**src/rtl/alu_pkg.sv**
```systemverilog
// alu_pkg: shared definitions for the ALU issue stage.
//   - aluc operation codes understood by the downstream 32-bit alu
//   - MIPS opcode / funct field constants for the supported subset
//   - dec_t: decoded-instruction struct, plus decode() which builds it
package alu_pkg;

  localparam logic [3:0] ALU_ADDU = 4'b0000;
  localparam logic [3:0] ALU_SUBU = 4'b0001;
  localparam logic [3:0] ALU_ADD  = 4'b0010;
  localparam logic [3:0] ALU_SUB  = 4'b0011;
  localparam logic [3:0] ALU_AND  = 4'b0100;
  localparam logic [3:0] ALU_OR   = 4'b0101;
  localparam logic [3:0] ALU_XOR  = 4'b0110;
  localparam logic [3:0] ALU_NOR  = 4'b0111;
  localparam logic [3:0] ALU_LUI  = 4'b1001;
  localparam logic [3:0] ALU_SLTU = 4'b1010;
  localparam logic [3:0] ALU_SLT  = 4'b1011;
  localparam logic [3:0] ALU_SRA  = 4'b1100;
  localparam logic [3:0] ALU_SRL  = 4'b1101;
  localparam logic [3:0] ALU_SLL  = 4'b1111;

  localparam logic [5:0] OP_RTYPE = 6'b000000;
  localparam logic [5:0] OP_ADDI  = 6'b001000;
  localparam logic [5:0] OP_ADDIU = 6'b001001;
  localparam logic [5:0] OP_SLTI  = 6'b001010;
  localparam logic [5:0] OP_SLTIU = 6'b001011;
  localparam logic [5:0] OP_ANDI  = 6'b001100;
  localparam logic [5:0] OP_ORI   = 6'b001101;
  localparam logic [5:0] OP_XORI  = 6'b001110;
  localparam logic [5:0] OP_LUI   = 6'b001111;

  localparam logic [5:0] FN_SLL  = 6'b000000;
  localparam logic [5:0] FN_SRL  = 6'b000010;
  localparam logic [5:0] FN_SRA  = 6'b000011;
  localparam logic [5:0] FN_SLLV = 6'b000100;
  localparam logic [5:0] FN_SRLV = 6'b000110;
  localparam logic [5:0] FN_SRAV = 6'b000111;
  localparam logic [5:0] FN_ADD  = 6'b100000;
  localparam logic [5:0] FN_ADDU = 6'b100001;
  localparam logic [5:0] FN_SUB  = 6'b100010;
  localparam logic [5:0] FN_SUBU = 6'b100011;
  localparam logic [5:0] FN_AND  = 6'b100100;
  localparam logic [5:0] FN_OR   = 6'b100101;
  localparam logic [5:0] FN_XOR  = 6'b100110;
  localparam logic [5:0] FN_NOR  = 6'b100111;
  localparam logic [5:0] FN_SLT  = 6'b101010;
  localparam logic [5:0] FN_SLTU = 6'b101011;

  // Source of operand b (and, for LUI, forcing a to zero).
  typedef enum logic [1:0] {
    IMM_NONE = 2'd0,  // b = R[rt]
    IMM_SEXT = 2'd1,  // b = sext(imm)
    IMM_ZEXT = 2'd2,  // b = zext(imm)
    IMM_LUI  = 2'd3   // a = 0, b = zext(imm)
  } imm_kind_e;

  typedef struct packed {
    logic [3:0] aluc;
    logic       use_rs;
    logic       use_rt;
    logic       shamt_sel;  // a = shamt field instead of R[rs]
    imm_kind_e  imm_kind;
    logic [4:0] dest;
    logic       legal;
  } dec_t;

  // Illegal words decode to all-zero so they never touch the scoreboard.
  function automatic dec_t decode(input logic [31:0] instr);
    dec_t d;
    logic [5:0] op;
    logic [5:0] fn;
    op = instr[31:26];
    fn = instr[5:0];
    d = '0;
    if (op == OP_RTYPE) begin
      d.use_rs = 1'b1;
      d.use_rt = 1'b1;
      d.dest   = instr[15:11];
      d.legal  = 1'b1;
      case (fn)
        FN_ADD:  d.aluc = ALU_ADD;
        FN_ADDU: d.aluc = ALU_ADDU;
        FN_SUB:  d.aluc = ALU_SUB;
        FN_SUBU: d.aluc = ALU_SUBU;
        FN_AND:  d.aluc = ALU_AND;
        FN_OR:   d.aluc = ALU_OR;
        FN_XOR:  d.aluc = ALU_XOR;
        FN_NOR:  d.aluc = ALU_NOR;
        FN_SLT:  d.aluc = ALU_SLT;
        FN_SLTU: d.aluc = ALU_SLTU;
        FN_SLL:  begin d.aluc = ALU_SLL; d.use_rs = 1'b0; d.shamt_sel = 1'b1; end
        FN_SRL:  begin d.aluc = ALU_SRL; d.use_rs = 1'b0; d.shamt_sel = 1'b1; end
        FN_SRA:  begin d.aluc = ALU_SRA; d.use_rs = 1'b0; d.shamt_sel = 1'b1; end
        FN_SLLV: d.aluc = ALU_SLL;
        FN_SRLV: d.aluc = ALU_SRL;
        FN_SRAV: d.aluc = ALU_SRA;
        default: d.legal = 1'b0;
      endcase
    end else begin
      d.use_rs = 1'b1;
      d.dest   = instr[20:16];
      d.legal  = 1'b1;
      case (op)
        OP_ADDI:  begin d.aluc = ALU_ADD;  d.imm_kind = IMM_SEXT; end
        OP_ADDIU: begin d.aluc = ALU_ADDU; d.imm_kind = IMM_SEXT; end
        OP_SLTI:  begin d.aluc = ALU_SLT;  d.imm_kind = IMM_SEXT; end
        OP_SLTIU: begin d.aluc = ALU_SLTU; d.imm_kind = IMM_SEXT; end
        OP_ANDI:  begin d.aluc = ALU_AND;  d.imm_kind = IMM_ZEXT; end
        OP_ORI:   begin d.aluc = ALU_OR;   d.imm_kind = IMM_ZEXT; end
        OP_XORI:  begin d.aluc = ALU_XOR;  d.imm_kind = IMM_ZEXT; end
        OP_LUI:   begin d.aluc = ALU_LUI;  d.imm_kind = IMM_LUI; d.use_rs = 1'b0; end
        default:  d.legal = 1'b0;
      endcase
    end
    if (!d.legal) d = '0;
    return d;
  endfunction

endpackage

```
**src/rtl/regfile32.sv**
```systemverilog
// regfile32: 32 x DATA_W register file.
//   ra0/ra1 -> rdata0/rdata1 : asynchronous read ports with write bypass
//   we/wa/wd                 : synchronous write port
//   $0 is hardwired to zero (never written, always reads 0).
module regfile32 #(
  parameter int DATA_W = 32
) (
  input  logic              clk,
  input  logic              rst,
  input  logic [4:0]        ra0,
  input  logic [4:0]        ra1,
  output logic [DATA_W-1:0] rdata0,
  output logic [DATA_W-1:0] rdata1,
  input  logic              we,
  input  logic [4:0]        wa,
  input  logic [DATA_W-1:0] wd
);

  logic [31:0][DATA_W-1:0] mem;

  always_ff @(posedge clk) begin
    if (rst)                  mem <= '0;
    else if (we && wa != 5'd0) mem[wa] <= wd;
  end

  // A same-cycle write is forwarded so the reader sees the new value.
  always_comb begin
    rdata0 = mem[ra0];
    rdata1 = mem[ra1];
    if (we && wa == ra0) rdata0 = wd;
    if (we && wa == ra1) rdata1 = wd;
    if (ra0 == 5'd0)     rdata0 = '0;
    if (ra1 == 5'd0)     rdata1 = '0;
  end

endmodule

```
**src/rtl/alu_issue_stage.sv**
```systemverilog
// alu_issue_stage: decode / operand fetch in front of the 32-bit alu.
//   in_valid/in_ready/instr        : instruction input handshake
//   out_valid/out_ready/a/b/aluc/rd: registered issue output (1-cycle latency)
//   err                            : one-cycle pulse when an unsupported word is consumed
//   wb_en/wb_addr/wb_data          : ALU result writeback (clears the busy bit)
// A busy-bit scoreboard stalls RAW and WAW hazards against in-flight results.
module alu_issue_stage
  import alu_pkg::*;
#(
  parameter int DATA_W = 32
) (
  input  logic              clk,
  input  logic              rst,
  input  logic              in_valid,
  output logic              in_ready,
  input  logic [31:0]       instr,
  output logic              out_valid,
  input  logic              out_ready,
  output logic [DATA_W-1:0] a,
  output logic [DATA_W-1:0] b,
  output logic [3:0]        aluc,
  output logic [4:0]        rd,
  output logic              err,
  input  logic              wb_en,
  input  logic [4:0]        wb_addr,
  input  logic [DATA_W-1:0] wb_data
);

  dec_t              dec;
  logic [4:0]        rs, rt;
  logic [DATA_W-1:0] rs_val, rt_val, a_nxt, b_nxt;
  logic [31:0]       busy, clr_mask, set_mask, busy_eff;
  logic              wb_we, hazard, accept;

  assign dec   = decode(instr);
  assign rs    = instr[25:21];
  assign rt    = instr[20:16];
  assign wb_we = wb_en && !rst;

  regfile32 #(.DATA_W(DATA_W)) u_rf (
    .clk    (clk),
    .rst    (rst),
    .ra0    (rs),
    .ra1    (rt),
    .rdata0 (rs_val),
    .rdata1 (rt_val),
    .we     (wb_we),
    .wa     (wb_addr),
    .wd     (wb_data)
  );

  // A busy bit being cleared by this cycle's writeback no longer blocks.
  assign clr_mask = wb_we ? (32'd1 << wb_addr) : 32'd0;
  assign busy_eff = busy & ~clr_mask;

  assign hazard   = dec.legal && ((dec.use_rs && busy_eff[rs]) ||
                                  (dec.use_rt && busy_eff[rt]) ||
                                  busy_eff[dec.dest]);
  assign in_ready = !rst && (!out_valid || out_ready) && !hazard;
  assign accept   = in_valid && in_ready;

  assign set_mask = (accept && dec.legal) ? (32'd1 << dec.dest) : 32'd0;

  always_comb begin
    a_nxt = rs_val;
    if (dec.shamt_sel)               a_nxt = DATA_W'(instr[10:6]);
    else if (dec.imm_kind == IMM_LUI) a_nxt = '0;
    case (dec.imm_kind)
      IMM_SEXT:         b_nxt = {{(DATA_W-16){instr[15]}}, instr[15:0]};
      IMM_ZEXT, IMM_LUI: b_nxt = DATA_W'(instr[15:0]);
      default:          b_nxt = rt_val;
    endcase
  end

  // Set after clear so a same-register set/clear leaves the bit set; $0 never busy.
  always_ff @(posedge clk) begin
    if (rst) busy <= '0;
    else     busy <= ((busy & ~clr_mask) | set_mask) & 32'hFFFF_FFFE;
  end

  always_ff @(posedge clk) begin
    if (rst) begin
      out_valid <= 1'b0;
      a         <= '0;
      b         <= '0;
      aluc      <= '0;
      rd        <= '0;
      err       <= 1'b0;
    end else begin
      err <= accept && !dec.legal;
      if (accept && dec.legal) begin
        out_valid <= 1'b1;
        a         <= a_nxt;
        b         <= b_nxt;
        aluc      <= dec.aluc;
        rd        <= dec.dest;
      end else if (out_ready) begin
        out_valid <= 1'b0;
      end
    end
  end

endmodule

```
**config.mk**
```make
export PLATFORM = sky130hd
export DESIGN_NAME = alu_issue_stage
export DESIGN_NICKNAME = d
export VERILOG_FILES = /design/src/rtl/alu_pkg.sv /design/src/rtl/regfile32.sv /design/src/rtl/alu_issue_stage.sv
export SDC_FILE = /design/constraint.sdc
export NUM_CORES = 2
export LEC_CHECK = 0
export BUFFER_PORTS_ARGS = -buffer_cell sky130_fd_sc_hd__buf_2
export CORE_AREA = 4 4 372 338
export CTS_CLUSTER_SIZE = 30
export DETAILED_ROUTE_END_ITERATION = 8
export DIE_AREA = 0 0 376 342
export MAX_ROUTING_LAYER = met4
export PLACE_DENSITY_LB_ADDON = 0.1
export RECOVER_POWER = 25
export SLEW_MARGIN = 20
export SYNTH_ARGS = -nofsm -noshare
export SYNTH_HDL_FRONTEND = slang
export SYNTH_SLANG_ARGS = --single-unit
```
**constraint.sdc**
```tcl
create_clock -name clk -period 4.8 [get_ports clk]
set_clock_uncertainty 0.2 [all_clocks]
set_input_delay 0.72 -clock clk [delete_from_list [all_inputs] [get_ports clk]]
set_output_delay 0.72 -clock clk [all_outputs]
set_load 0.1 [all_outputs]
```
==> impl_results.md <==
* Outcome: finished, violations left
* Violated checks: capacitance limit, slew limit
* TritonCTS Sinks at 1130
* Area of the core at 122000 µm²
* Routed Antenna Nets at 0
* Crit Path Class: in -> reg
* # nets final at 6527
* LEAKAGE at 21.7 nW
* Largest net degree at the start of global routing at 219
* Fin. Hold Viols at 0
* Die Footprint at 129000 µm²
* Post-synth cell types at 80
* Chip width at 376 µm
* Relative slew margins at -135%
* DRT Pass-1 Iters at 8
* Yosys reg bits at 1130
* HPWL after DPL at 146000 µm
* Clock Latency Late Sink at 0.77 ns
* Routed WL at 253000 µm
* Synth warnings at 0
* Synth top area cells: dfxtp_1 (39%), mux4_2 (20%), nand2_1 (14%)
* Number of antenna violations at the first check in global routing at 16
* Post-CTS Setup Bufs at 0
* Final Max Tran Viols at 681
* R2r startpoint: busy[5]$_SDFF_PP0_
* Vias per inst at 6.49
* GRT Resource Usage Total at 39.5%
* Top-area cell type share of the netlist area at 38.9%
* Hold_ws at 0.0238 ns
* Layout area overhead at 11.5%
* Post-synthesis sequential area ratio at 38.9%
* Htree depth at 3
* First DRT Iteration DRCs at 7826
* Root Buffer: clkbuf_16
* Deepest clock path buffer count at 3
* CTS tree: done
* Vias in the first global route at 49200
* Final worst-path cycle share at 98.6%
* Gr ovfl total at 0
* Synth Cell Area at 58100 µm²
* DR vias at 53100
* R2R Setup Slk at 1.54 ns
* Power Dens Cells at 322 nW/µm²
* Starting Density at 47.7%
* Terminus of the critical flop-to-flop path: a[13]$_SDFFE_PP0P_
* Crit Path Max Fanout at 19
* Avg WL per Cell at 31.0 µm
* Worst vdd ir at 0.267 mV
* Number of buffers created by CTS at 120
* Crit path arrival time at 5.18 ns
* Share of cells above drive strength 1 at 17.3%
* RSZ-0062 raised after global routing: no
* Max Freq at 211 MHz
* IO Pins at 150
* Worst setup endpoint: u_rf.mem[509]$_SDFFE_PP0P_
* CP endpoint kind: flop
* Row cnt at 122
* Number of synthesized flops with an enable pin at 0
* CP required at 5.25 ns
* First-pass GRT wire length at 360000 µm
* Setup_tns at 0 ns
* Hold crit path type: in -> reg
* Clock transition at path regs at 0.06 ns
* Most instantiated library cell after synthesis: nand2_1
* Worst setup path startpoint: wb_addr[1]
* Dominant cell type by area after synthesis: dfxtp_1
* Tmin final at 4.73 ns
* Total of max-cap violations at 23
* Commonest cells post-synth: nand2_1 (2166), dfxtp_1 (1130), a21oi_1 (1056)
* Avg Cell Area, Syn at 8.75 µm²
* Actual slew at the worst max-slew pin at 3.52 ns
* Synth Flop Type: dfxtp_1
* Setup crit start kind: primary input
* # DRC at 0
* Port-buffer cells at 149
* Placer Congestion at 0.962
* Worst R2R Path Depth at 10
* Syn_nets at 6713
* Synth Instances at 6639
* Die Height at 342 µm
* Setup-failing EPs final at 0
* FFs w/ async S/R, synth at 0%
[power by group]
group          internal [W]  leakage [nW]  switching (W)
sequential          0.00942          9.10      0.0000283
clock               0.00556          2.02        0.00410
combinational      0.000506          10.5        0.00127
[registers in the layout (all words and copies together) (netlist names)]
signal     count
aluc           4
rd             5
out_valid      1
a             32
u_rf.mem    1024
err            1
busy          31
b             32
[final cells by class]
| class | instances | area, µm² |
|---|---|---|
| clock inverter | 36 | 388 |
| antenna | 11 | 27.5 |
| clock buffer | 189 | 3680 |
| inverter | 12 | 45.0 |
| fill | 11300 | 57200 |
| sequential | 1130 | 22600 |
| multi-input combinational | 4804 | 33000 |
| timing repair buffer | 385 | 3030 |
| tap | 1612 | 2020 |
[layout by cell type (no fill, tap or decap), types with 22 or more instances in the layout]
cell,instances
a21oi_1,1055
a221oi_1,70
a22oi_1,49
buf_12,43
buf_2,137
buf_4,171
clkbuf_1,52
clkbuf_16,123
clkbuf_8,35
clkinv_2,25
dfxtp_1,1130
mux2i_1,271
mux4_2,507
nand2_1,2148
nand2b_1,80
nand3_1,73
nor2_1,83
nor2_4,22
nor2b_1,43
o211ai_1,45
o21ai_0,103
[per-layer routing]
| metal | vias to the layer above | part of all wire [%] | GRT usage (%) |
|---|---|---|---|
| li1 | 22900 | - | - |
| met1 | 26100 | 39 | 51.2 |
| met2 | 3308 | 44 | 58.3 |
| met3 | 763 | 12 | 10.3 |
| met4 | 0 | 5.4 | 18.1 |
| met5 | - | 0 | - |
[critical path, stage by stage]
cell and delay, ns:
clkbuf_1 0.09, clkbuf_1 0.32, nand4b_1 0.15, buf_4 0.19, buf_4 0.21, nor2_1 1.60, clkbuf_1 1.57, nand2_1 0.14
a21oi_1 0.18
[per-stage QoR]
step                      util, %  cells  area (µm²)  total power (W)  setup slack (ns)
final                        53.1   8179       64800           0.0209            0.0668
after floorplan                 -   6639       58100           0.0107            0.0279
after detailed placement     50.0   7943       60900           0.0114            0.0937
after global placement       49.9   7942       60900           0.0114           0.00204
after CTS                    53.3   8168       65000           0.0209            0.0780
after global routing         53.1   8174       64800           0.0214            0.0267
[cell families (layout without fill, tap and decap cells)]
family	count (synthesis)	count (layout)	synth area share, %
AO/OA/AOI/OAI	1436	1436	13.8
XOR/XNOR	10	10	0.151
buffers and inverters	705	622	4.81
flip-flops	1130	1130	38.9
multiplexers	783	783	24.4
other	0	11	0
AND/OR/NAND/NOR	2575	2575	17.9
[worst min-delay path by stage]
stage                                       endpoint                  startpoint  depth (start not counted)  slack [ns]
after floorplan           u_rf.mem[192]$_SDFFE_PP0P_  u_rf.mem[192]$_SDFFE_PP0P_                          2        0.24
after global placement    u_rf.mem[732]$_SDFFE_PP0P_  u_rf.mem[732]$_SDFFE_PP0P_                          2        0.25
after detailed placement  u_rf.mem[878]$_SDFFE_PP0P_  u_rf.mem[878]$_SDFFE_PP0P_                          2        0.26
after CTS                        busy[15]$_SDFF_PP0_                         rst                          2        0.02
after global routing             busy[15]$_SDFF_PP0_                         rst                          2        0.04
final                            busy[15]$_SDFF_PP0_                         rst                          2        0.02
[what timing repair did]
| action | CTS | global route |
|---|---|---|
| hold buffers | 0 | 0 |
| resized for setup | 0 | 2 |
| setup endpoints to repair | 0 | 1 |
Note: power is estimated with default switching activity, not from simulation.
